**config.mk**
```make
export PLATFORM = sky130hd
export DESIGN_NAME = dmem_responder
export DESIGN_NICKNAME = d
export VERILOG_FILES = /design/src/rtl/dmem_responder.sv
export SDC_FILE = /design/constraint.sdc
export NUM_CORES = 2
export LEC_CHECK = 0
export BUFFER_PORTS_ARGS = -buffer_cell sky130_fd_sc_hd__buf_2
export CORE_ASPECT_RATIO = 0.7
export CORE_MARGIN = 2
export CORE_UTILIZATION = 25
export CTS_CLUSTER_DIAMETER = 40
export CTS_CLUSTER_SIZE = 24
export DETAILED_ROUTE_END_ITERATION = 16
export HOLD_SLACK_MARGIN = 0.03
export PLACE_DENSITY = 0.48
export SLEW_MARGIN = 5
export SYNTH_ARGS = -nofsm -noshare
export SYNTH_HDL_FRONTEND = slang
export SYNTH_SLANG_ARGS = --single-unit
```
**constraint.sdc**
```tcl
create_clock -name clk -period 7.6 [get_ports clk]
set_input_delay 1.52 -clock clk [delete_from_list [all_inputs] [get_ports clk]]
set_output_delay 1.52 -clock clk [all_outputs]
set_load 0.02 [all_outputs]
```
**src/rtl/dmem_responder.sv**
```systemverilog
// rtl/dmem_responder.sv - Data-memory responder with fixed access latency and byte-enabled stores
//
// Services one load/store at a time. A request is accepted in IDLE, held for
// LATENCY edges (the last of which commits the access), then the response is
// presented until the consumer takes it.
//
// Ports:
//   clk        rising-edge clock
//   reset      synchronous active-low reset
//   req_valid  request present
//   req_ready  responder can accept a request (IDLE only, low while reset is held)
//   req_we     1 = store, 0 = load
//   req_addr   byte address (word index = req_addr[31:2])
//   req_wdata  store data
//   req_be     store byte enables, bit i covers bits [8i+7:8i]
//   rsp_valid  response present
//   rsp_ready  consumer accepts the response
//   rsp_rdata  load data; 0 for stores and errored accesses
//   rsp_err    access was misaligned or out of range
module dmem_responder #(
  parameter int DEPTH   = 32,
  parameter int LATENCY = 1
) (
  input  logic        clk,
  input  logic        reset,
  input  logic        req_valid,
  output logic        req_ready,
  input  logic        req_we,
  input  logic [31:0] req_addr,
  input  logic [31:0] req_wdata,
  input  logic [3:0]  req_be,
  output logic        rsp_valid,
  input  logic        rsp_ready,
  output logic [31:0] rsp_rdata,
  output logic        rsp_err
);

  localparam int         AW       = $clog2(DEPTH);
  localparam logic [3:0] CNT_INIT = 4'(LATENCY - 1);

  typedef enum logic [1:0] {
    S_IDLE,
    S_BUSY,
    S_RESP
  } state_t;

  state_t      r_state;
  state_t      w_state_nxt;
  logic        w_accept;
  logic        w_commit;
  logic        w_rsp_done;

  logic [3:0]  r_cnt;
  logic        r_we;
  logic [31:0] r_addr;
  logic [31:0] r_wdata;
  logic [3:0]  r_be;
  logic [31:0] r_rdata;
  logic        r_err;
  logic [31:0] r_mem [DEPTH];

  logic [29:0]   w_word_idx;
  logic [AW-1:0] w_mem_idx;
  logic          w_misaligned;
  logic          w_oob;
  logic          w_access_err;

  // Address decode works on the captured request, so it is stable from the
  // accept edge until the commit edge.
  assign w_word_idx   = r_addr[31:2];
  assign w_mem_idx    = w_word_idx[AW-1:0];
  assign w_misaligned = (r_addr[1:0] != 2'b00);
  assign w_oob        = ({2'b00, w_word_idx} >= 32'(DEPTH));
  assign w_access_err = w_misaligned || w_oob;

  assign req_ready = reset && (r_state == S_IDLE);
  assign rsp_valid = (r_state == S_RESP);
  assign rsp_rdata = r_rdata;
  assign rsp_err   = r_err;

  always_ff @(posedge clk) begin
    if (!reset) begin
      r_state <= S_IDLE;
    end else begin
      r_state <= w_state_nxt;
    end
  end

  always_comb begin
    w_state_nxt = r_state;
    w_accept    = 1'b0;
    w_commit    = 1'b0;
    w_rsp_done  = 1'b0;
    case (r_state)
      S_IDLE: begin
        if (req_valid) begin
          w_accept    = 1'b1;
          w_state_nxt = S_BUSY;
        end
      end
      S_BUSY: begin
        if (r_cnt == 4'd0) begin
          w_commit    = 1'b1;
          w_state_nxt = S_RESP;
        end
      end
      S_RESP: begin
        if (rsp_ready) begin
          w_rsp_done  = 1'b1;
          w_state_nxt = S_IDLE;
        end
      end
      default: w_state_nxt = S_IDLE;
    endcase
  end

  // Datapath and storage. Reset reloads the memory image, so a store that was
  // accepted but had not yet committed simply disappears.
  always_ff @(posedge clk) begin
    if (!reset) begin
      r_cnt   <= 4'd0;
      r_we    <= 1'b0;
      r_addr  <= 32'd0;
      r_wdata <= 32'd0;
      r_be    <= 4'd0;
      r_rdata <= 32'd0;
      r_err   <= 1'b0;
      for (int i = 0; i < DEPTH; i++) begin
        r_mem[i] <= (i == 0) ? 32'hffffff00 :
                    (i == 1) ? 32'hffff0000 : 32'h00000000;
      end
    end else begin
      if (w_accept) begin
        r_we    <= req_we;
        r_addr  <= req_addr;
        r_wdata <= req_wdata;
        r_be    <= req_be;
        r_cnt   <= CNT_INIT;
      end

      if ((r_state == S_BUSY) && (r_cnt != 4'd0)) begin
        r_cnt <= r_cnt - 4'd1;
      end

      if (w_commit) begin
        if (w_access_err) begin
          r_rdata <= 32'd0;
          r_err   <= 1'b1;
        end else if (r_we) begin
          for (int b = 0; b < 4; b++) begin
            if (r_be[b]) begin
              r_mem[w_mem_idx][8*b +: 8] <= r_wdata[8*b +: 8];
            end
          end
          r_rdata <= 32'd0;
          r_err   <= 1'b0;
        end else begin
          r_rdata <= r_mem[w_mem_idx];
          r_err   <= 1'b0;
        end
      end

      if (w_rsp_done) begin
        r_rdata <= 32'd0;
        r_err   <= 1'b0;
      end
    end
  end

endmodule

```
==> results.sh <==
export IMPL_async_flop_share=0
export IMPL_viasPerCell=4.78
export IMPL_synthTopCellsByCount="edfxtp_1 (1,024), nor2_1 (998), clkbuf_1 (306)"
export IMPL_worstMarginPinSlew_ns=1.28
export IMPL_grt_usage=0.148
export IMPL_root_buffer="clkbuf_16"
export IMPL_grt_max_degree=103
export IMPL_yosysSeqAreaShare=0.678
export IMPL_remaining_drc_errors=0
export IMPL_min_period_ns=4.72
export IMPL_vias=30267
export IMPL_hpwl_um=94700
export IMPL_synth_top_area_cell="edfxtp_1"
export IMPL_io_pins=108
export IMPL_combPwrFrac=0.062
export IMPL_power_w=0.0144
export IMPL_clockBufferDepth=3
export IMPL_cts_max_level=3
export IMPL_fin_skew_ns=0.0443
export IMPL_p_leak_nw=17.5
export IMPL_ys_ff_latch=1137
export IMPL_path_max_fanout=49
export IMPL_path_buf_inv=2
export IMPL_slew_headroom=0.137
export IMPL_maxCapViolCount=0
export IMPL_ys_warn_count=0
export IMPL_tns_ns=0
export IMPL_initial_core_util=0.252
export IMPL_p_switching_w=0.00362
export IMPL_finalCritPeriodShare=0.621
export IMPL_end_kind="flip-flop"
export IMPL_cts_repair_resized=0
export IMPL_synth_edf_count=1024
export IMPL_slew_viol_final=0
export IMPL_ir_drop_v=0.000190
export IMPL_cts_buffers_inserted=120
export IMPL_cpPeakStageDelay_ns=1.21
export IMPL_final_util=0.290
export IMPL_rrSetupSlack_ns=3.45
export IMPL_finalNetCount=3697
export IMPL_internal_power_w=0.0108
export IMPL_die_x_um=531
export IMPL_finalWirelength_um=150000
export IMPL_place_congestion=0.770
export IMPL_rsz0062_at_grt="false"
export IMPL_syn_num_nets=3762
export IMPL_drt_iter0_markers=3466
export IMPL_setup_viol=0
export IMPL_grt_pass1_wl_um=215000
export IMPL_cp_common_cell="buf_4"
export IMPL_cts_hold_buf=0
export IMPL_synth_top_area_frac=0.632
export IMPL_ys_types=42
export IMPL_clock_sinks=1137
export IMPL_grt_ovfl_total=0
export IMPL_die_y_um=373
export IMPL_coreArea_mm2=0.193
export IMPL_min_path_type="flip-flop to flip-flop"
export IMPL_wl_per_cell_um=23.7
export IMPL_synth_most_common_cell="edfxtp_1"
export IMPL_cp_arrival_ns=5.05
export IMPL_first_pass_iters=5
export IMPL_clk_pin_slew_worst_paths_ns=0.07
export IMPL_ant_nets=0
export IMPL_rows=135
export IMPL_clk_latency_ns=0.76
export IMPL_status="finished, final reports clean"
export IMPL_powerDensity_mw_per_mm2=257
export IMPL_seq_power_share=0.495
export IMPL_synth_cells=3688
export IMPL_syn_to_final_growth_pct=15.1
export IMPL_syn_area_mm2=0.0487
export IMPL_fp_dieArea_mm2=0.198
export IMPL_grt_pass1_vias=29317
export IMPL_antenna_found_initial=3
export IMPL_syn_area_per_cell_um2=13.2
export IMPL_switching_share=0.252
export IMPL_synth_area_leaders="edfxtp_1 (63%), mux4_2 (8.9%), nor2_1 (7.7%), dfxtp_1 (4.6%), mux2i_1 (3.8%)"
export IMPL_finalHoldViolations=0
export IMPL_path_class="primary input to flip-flop"
export IMPL_fmax_mhz=212
export IMPL_cp_data_required_time_ns=7.93
export IMPL_drive_gt1_frac=0.181
export IMPL_critPathTopFamily="simple AND/OR/NAND/NOR gates"
export IMPL_synth_flop_cell="edfxtp_1"
export IMPL_postCtsSetupBuffers=0
export IMPL_tritoncts="yes"
export IMPL_start_kind="primary input"
export IMPL_clockPowerShare=0.442
export IMPL_path_cells="buf_4 > nand2_1 > nor4_2 > buf_4 > nand2_2 > o21ai_0"
export IMPL_port_buffers=107
export IMPL_cp_slowest_cell="o21ai_0"
state kept, by name (all words and copies together), names as in the netlist, named ones only:
register	count
rsp_rdata	32
r_addr	32
r_wdata	32
rsp_err	1
r_state	2
r_cnt	4
r_we	1
r_mem	1024
r_be	4
per-layer routing:
layer / vias up / global-route usage / wire, um
met4: 0 / 0.0263 / 2440
met2: 1178 / 0.219 / 65800
li1: 13251 / - / -
met1: 15682 / 0.226 / 71000
met5: - / 0 / 0
met3: 156 / 0.0277 / 10700
power by group through the flow:
stage	logic, W	registers (W)	clock network (W)
2_1_floorplan	0.000617	0.00717	0
3_3_place_gp	0.000892	0.00726	0
3_5_place_dp	0.000901	0.00726	0
4_1_cts	0.000903	0.00713	0.00647
5_1_grt	0.000959	0.00714	0.00673
6_report	0.000893	0.00713	0.00636
worst register-to-register path, stage by stage, from the launching register on:
cell and delay (ns):
dfxtp_1 0.31, nor4_1 0.45, nand4_2 0.56, nor4_2 0.41
buf_4 0.22, nand2_2 0.56, o21ai_0 1.23
placed cells by master (no fill, tap or decap), drive strengths merged, types with 4 or more instances in the layout:
cell type / Yosys / layout
nor4: 16 / 16
dfxtp: 113 / 113
or2: 42 / 42
a21o: 31 / 31
and2: 34 / 34
clkbuf: 306 / 130
nor3b: 5 / 5
a21oi: 73 / 73
or3: 33 / 33
o22ai: 94 / 94
clkinvlp: 0 / 16
mux2: 5 / 5
a31oi: 32 / 32
bufinv: 0 / 9
clkinv: 0 / 27
mux4: 192 / 192
nor3: 4 / 4
nand2b: 4 / 4
nand2: 254 / 254
buf: 47 / 166
nand3: 4 / 4
nor2b: 6 / 6
inv: 9 / 57
nor2: 998 / 998
mux2i: 187 / 187
o21ai: 157 / 157
edfxtp: 1024 / 1024
area by class of cell:
type | count | area (um2)
fillers | 19425 | 137000
multi-input cells | 2189 | 14400
inverters | 9 | 33.8
diodes | 3 | 7.51
clock inverters | 100 | 1190
flip-flops and latches | 1137 | 33000
repair buffers | 166 | 1010
well taps | 2603 | 3260
clock buffers | 130 | 3110
logic make-up (layout without fill, tap and decap cells):
kind of cell,count (synthesis),in the layout,share of synthesized area
simple gates,1410,1410,0.119
flops,1137,1137,0.678
compound gates,394,394,0.0458
mux,384,384,0.128
buf+inv,362,405,0.0285
fa+ha+maj,1,1,0.000257
other cells,0,3,0
metrics by stage:
stage,cells,hold slack (ns),worst slack (ns),instance area (um2)
2_1_floorplan,3688,0.436,3.85,48700
4_1_cts,6334,0.456,2.94,56000
6_report,6337,0.456,2.88,56000
5_1_grt,6335,0.472,2.68,56000
3_5_place_dp,6104,0.447,2.14,51700
3_3_place_gp,6104,0.446,2.25,51700
worst paths after layout:
kind,from,to,cells past startpoint
max,reset,r_mem[11][7]$_SDFFCE_PN0P_,6
min,r_addr[9]$_SDFFE_PN0P_,r_addr[9]$_SDFFE_PN0P_,2
max reg2reg,r_addr[7]$_SDFFE_PN0P_,r_mem[11][7]$_SDFFCE_PN0P_,6
min reg2reg,r_addr[9]$_SDFFE_PN0P_,r_addr[9]$_SDFFE_PN0P_,2
No activity file was read; power rests on OpenSTA's default activity.
